File: src/rtl/mac_vec.sv
// Variable-length dot-product unit: accumulates a*b over a val/rdy operand stream
// and emits {ovf, result} after the term flagged 'last'.
module mac_vec #(
    parameter int p_width  = 16,
    parameter int p_signed = 0,
    parameter int p_sat    = 0
) (
    input  logic                 clk,
    input  logic                 reset,
    input  logic                 req_val,
    output logic                 req_rdy,
    input  logic [2*p_width:0]   req_msg,
    output logic                 resp_val,
    input  logic                 resp_rdy,
    output logic [p_width:0]     resp_msg
);

    // Two guard bits above the double-width product keep acc + a*b exact in both modes.
    localparam int W2 = 2 * p_width + 2;

    localparam logic signed [W2-1:0] HI_BOUND = (p_signed != 0)
        ? {{(W2-p_width+1){1'b0}}, {(p_width-1){1'b1}}}
        : {{(W2-p_width){1'b0}}, {p_width{1'b1}}};
    localparam logic signed [W2-1:0] LO_BOUND = (p_signed != 0)
        ? {{(W2-p_width+1){1'b1}}, {(p_width-1){1'b0}}}
        : {W2{1'b0}};
    localparam logic [p_width-1:0] SAT_HI = (p_signed != 0)
        ? {1'b0, {(p_width-1){1'b1}}}
        : {p_width{1'b1}};
    localparam logic [p_width-1:0] SAT_LO = (p_signed != 0)
        ? {1'b1, {(p_width-1){1'b0}}}
        : {p_width{1'b0}};

    typedef enum logic {ACC, DONE} state_t;

    state_t               state;
    state_t               state_next;
    logic [p_width-1:0]   acc;
    logic [p_width-1:0]   acc_next;
    logic                 ovf;
    logic                 ovf_next;

    logic                 req_last;
    logic [p_width-1:0]   req_a;
    logic [p_width-1:0]   req_b;
    logic                 req_fire;
    logic                 resp_fire;

    logic                 a_sx;
    logic                 b_sx;
    logic                 acc_sx;
    logic signed [W2-1:0] a_ext;
    logic signed [W2-1:0] b_ext;
    logic signed [W2-1:0] acc_ext;
    logic signed [W2-1:0] prod;
    logic signed [W2-1:0] total;
    logic                 above;
    logic                 below;

    assign req_last  = req_msg[2*p_width];
    assign req_a     = req_msg[2*p_width-1:p_width];
    assign req_b     = req_msg[p_width-1:0];
    assign req_fire  = req_val & req_rdy;
    assign resp_fire = resp_val & resp_rdy;

    // Extension bit is the MSB only when operands are two's complement.
    assign a_sx   = (p_signed != 0) ? req_a[p_width-1] : 1'b0;
    assign b_sx   = (p_signed != 0) ? req_b[p_width-1] : 1'b0;
    assign acc_sx = (p_signed != 0) ? acc[p_width-1]   : 1'b0;

    assign a_ext   = {{(W2-p_width){a_sx}}, req_a};
    assign b_ext   = {{(W2-p_width){b_sx}}, req_b};
    assign acc_ext = {{(W2-p_width){acc_sx}}, acc};
    assign prod    = a_ext * b_ext;
    assign total   = acc_ext + prod;
    assign above   = total > HI_BOUND;
    assign below   = total < LO_BOUND;

    always_ff @(posedge clk) begin
        if (reset) begin
            state <= ACC;
        end else begin
            state <= state_next;
        end
    end

    always_comb begin
        state_next = state;
        case (state)
            ACC:     if (req_fire && req_last) state_next = DONE;
            DONE:    if (resp_fire) state_next = ACC;
            default: state_next = ACC;
        endcase
    end

    always_comb begin
        req_rdy  = !reset && (state == ACC);
        resp_val = !reset && (state == DONE);
    end

    assign resp_msg = {ovf, acc};

    // Range check and clamp/wrap happen on every term, so the result is order-dependent.
    always_comb begin
        acc_next = acc;
        ovf_next = ovf;
        if (req_fire) begin
            if (above) begin
                ovf_next = 1'b1;
                acc_next = (p_sat != 0) ? SAT_HI : total[p_width-1:0];
            end else if (below) begin
                ovf_next = 1'b1;
                acc_next = (p_sat != 0) ? SAT_LO : total[p_width-1:0];
            end else begin
                acc_next = total[p_width-1:0];
            end
        end else if (resp_fire) begin
            acc_next = '0;
            ovf_next = 1'b0;
        end
    end

    always_ff @(posedge clk) begin
        if (reset) begin
            acc <= '0;
            ovf <= 1'b0;
        end else begin
            acc <= acc_next;
            ovf <= ovf_next;
        end
    end

endmodule

File: config.mk
export PLATFORM = sky130hd
export DESIGN_NAME = mac_vec
export DESIGN_NICKNAME = d
export VERILOG_FILES = /design/src/rtl/mac_vec.sv
export SDC_FILE = /design/constraint.sdc
export NUM_CORES = 1
export LEC_CHECK = 0
export ABC_AREA = 1
export BUFFER_PORTS_ARGS = -buffer_cell sky130_fd_sc_hd__buf_4
export CAP_MARGIN = 20
export CORE_MARGIN = 5
export CORE_UTILIZATION = 59
export DETAILED_ROUTE_END_ITERATION = 7
export HOLD_SLACK_MARGIN = 0.02
export PLACE_DENSITY = 0.84
export SLEW_MARGIN = 25
export SYNTH_ARGS = -nofsm -noshare
export SYNTH_HDL_FRONTEND = slang
export SYNTH_SLANG_ARGS = --single-unit
File: constraint.sdc
create_clock -name clk -period 6.1 [get_ports clk]
set_input_delay 1.22 -clock clk [delete_from_list [all_inputs] [get_ports clk]]
set_output_delay 1.22 -clock clk [all_outputs]
set_load 0.1 [all_outputs]
==> results list <==
- For the worst-skew pair, the clock arrives at the later sink with an insertion delay of 0.25 ns.
- Timing would allow up to 158.9 MHz.
- The cell that appears most often on the critical path is nand2_1.
- For this run, design rule violations remaining after detail routing come to 0.
- The post-route netlist has 14.43% of its cells at a drive strength greater than 1.
- Remaining antenna violation count after routing: 0
* Total of max-cap violations: 0
* Max-slew headroom at the worst pin: 67.07%
* H-Tree Level Count: 1
* Syn nets: 1916
* Via/cell ratio: 5.109
- Worst path setup slack after routing: -0.1935 ns
- The number of global-route vias before repair is 9982.
- Mapped Avg Cell Area: 6.914 sq um
* Count of boundary I/O pins: 56
- EDFF count, synth: 0
- In this run the worst path has a maximum fanout of 12.
- Signed area change from the synthesized netlist to the final layout: 15.87%
* Violated checks: negative setup slack
- Clock tree skew after final layout: 0.002509 ns
- Slew of the pin with the lowest slew margin: 0.4934 ns
- Site Rows: 49
- Number of nets in the final layout: 2009
* Clock transition at path regs: 0.05 ns
- The worst setup path is captured at a flip-flop.
- Run status: complete, but fails checks
- Setup repair after global routing could not meet its margin everywhere.
- In this run the cell area of the synthesized design comes to 0.01077 sq mm.
- Leaving out filler cells and counting taps, the final layout contains 1878.
- TritonCTS created 3 clock buffers.
* Critical path class: input port to flip-flop
- Die width: 145.1 um
* Arrival @ worst endpoint: 6.43 ns
- The die is 145.1 um tall.
- Before antenna repair, the detailed router went through 6 iterations.
* Final setup violation count: 1
- Routability congestion estimate: 0.9245
- Post-layout min period: 6.293 ns
* Detailed Place HPWL: 23170 um
- Commonest register cell after synthesis: dfxtp_1
* Largest net degree at the start of global routing: 20
- TritonCTS built the clock tree.
- Library cell contributing the largest single delay on the critical path: fa_1
- Summed over all layers, the routed wires come to 26680 um.
- Share of synthesized area occupied by flip-flops and latches: 3.345%
- Hold Fails Final Rpt: 0
- Number of cells in the design after placement: 1865
- The region available for standard cell placement spans 0.01796 sq mm.
- In the synthesized netlist, the number of instances is 1558.
- For this design, the CTS-stage hold fixing added 0 buffers.
- Flop and latch count out of synthesis: 18
- Fin crit share: 103.2%
- GRT Util Overall: 25.49%
- Counting flops with an async set or reset pin after synthesis yields a share of 0%.
* Req. time, crit path: 6.23 ns
* Antenna violations before repair: 0
- The min-delay analysis places its worst path in the category flip-flop to flip-flop.
- In this run the clock root is driven by a clkbuf_16.
* Global-route wire length before repair: 45730 um
* Detail-routed net length per standard cell: 14.21 um
- The clock net in this run drives a total of 18 sinks.
* Aggregate global routing overflow: 0
* Distinct cell type count of the synthesized netlist: 27
- Count of inserted antenna diode cells: 0
- The count of pins over their slew limit came to 0.
* Overall die area: 0.02106 sq mm
- The detailed router finished its first iteration with 652 violations.
- The detailed router placed 9595 vias in this run.
- Count of warnings emitted by yosys: 0
- Input and output buffers added on the ports amount to 55.
- Slowest Stage Delay on Critical Path: 0.53 ns
- Buffer depth of the longest clock path: 2
- Critical Path Start Type: input port
* Initial cell density of the core: 59.96%
cell type report:
type	instances	area, sq um
Sequential cell	18	360.3
Tap cell	229	286.5
Multi-Input combinational cell	983	8632
Inverter	489	1836
Fill cell	1365	5483
Timing Repair Buffer	156	1291
Clock buffer	3	75.07
worst max-delay path, delay by kind of cell:
| kind | cells | cell delay, ns |
|---|---|---|
| fa+ha+maj | 7 | 3.24 |
| simple gates | 14 | 1.32 |
| buf+inv | 8 | 0.54 |
| compound gates | 1 | 0.06 |
flip-flops by register name (all words and copies together), names as in the netlist:
name,count
acc,16
ovf,1
state,1
cells in the final DEF (no fill, tap or decap), types with 3 or more instances in the layout:
cell type  netlist  final
fa_1           211    205
xnor2_1          3      3
a21oi_2          1      7
nand2_1        513    488
buf_4            1    135
nand3_1         22     21
buf_8            0      4
nand2_2          3     21
dfxtp_1         18     18
nand3_2          3      4
o21ai_0         11     11
a21o_1           5      5
nor2_4           0      7
nand4_1          5      5
ha_1           110     99
buf_12           0      3
inv_2            0      9
nor2_2           2      5
inv_1          488    479
fa_2             0      6
buf_6            1     14
clkbuf_16        0      3
a21oi_1         39     33
nand3b_1         7      7
nand2_4          0      7
nor2_1          43     33
ha_4             0     10
cells in the mapped netlist (2+ instances only):
cell | n | area, sq um
a21o_1 | 5 | 37.54
nand4_1 | 5 | 31.28
fa_1 | 211 | 4224
nand3b_1 | 7 | 52.55
dfxtp_1 | 18 | 360.4
ha_1 | 110 | 1376
a21oi_1 | 39 | 195.2
nand3_1 | 22 | 110.1
clkbuf_1 | 65 | 244.0
nand3_2 | 3 | 30.03
o21ai_0 | 11 | 55.05
nand2_2 | 3 | 18.77
nor2_1 | 43 | 161.4
nand2_1 | 513 | 1926
xnor2_1 | 3 | 26.28
inv_1 | 488 | 1832
nor2_2 | 2 | 12.51
cells by family after synthesis:
kind of cell,share of synthesized area [%]
and+or+nand+nor,21.91
buffers and inverters,19.61
adders and majority gates,51.99
AOI/OAI and AO/OA,2.904
DFF,3.345
xor gates and xnor gates,0.2440
through the flow:
stage	util [%]	cell area (sq um)	TNS (ns)	worst slack, ns	hold WS [ns]
2_1_floorplan	-	11360	0	0.003886	0.4545
3_3_place_gp	67.14	12060	-0.4629	-0.4629	0.4768
3_5_place_dp	67.14	12060	-0.4756	-0.4756	0.4760
4_1_cts	69.17	12430	-0.1323	-0.1323	0.4842
5_1_grt	69.48	12480	-0.4339	-0.3886	0.5034
6_report	69.48	12480	-0.1935	-0.1935	0.4862
path summary, 6_finish.rpt:
kind                        startpoint  cells after the start                  end  slack [ns]
setup / recovery            req_msg[5]                     30     ovf$_SDFFE_PP0P_       -0.19
hold / removal     acc[0]$_SDFFE_PP0P_                      2  acc[0]$_SDFFE_PP0P_        0.49
hold reg to reg    acc[0]$_SDFFE_PP0P_                      2  acc[0]$_SDFFE_PP0P_        0.49
setup reg to reg  acc[10]$_SDFFE_PP0P_                     25     ovf$_SDFFE_PP0P_        1.40
metal layers:
metal	vias to the layer above	share of wire (%)	global-route usage [%]
li1	4537	-	-
met1	4618	40	32.45
met2	366	50	44.63
met3	74	6.8	4.334
met4	0	2.9	7.649
met5	-	0	0
timing repair:
item                                    in CTS  in global routing
gates resized for setup                     61                 15
pin swaps                                   31                 17
buffers inserted                             9                  1
endpoints found under the setup margin       1                  3
Power is not shown: default switching activity piles up to over one toggle a cycle in this logic, so the estimate is an artifact.
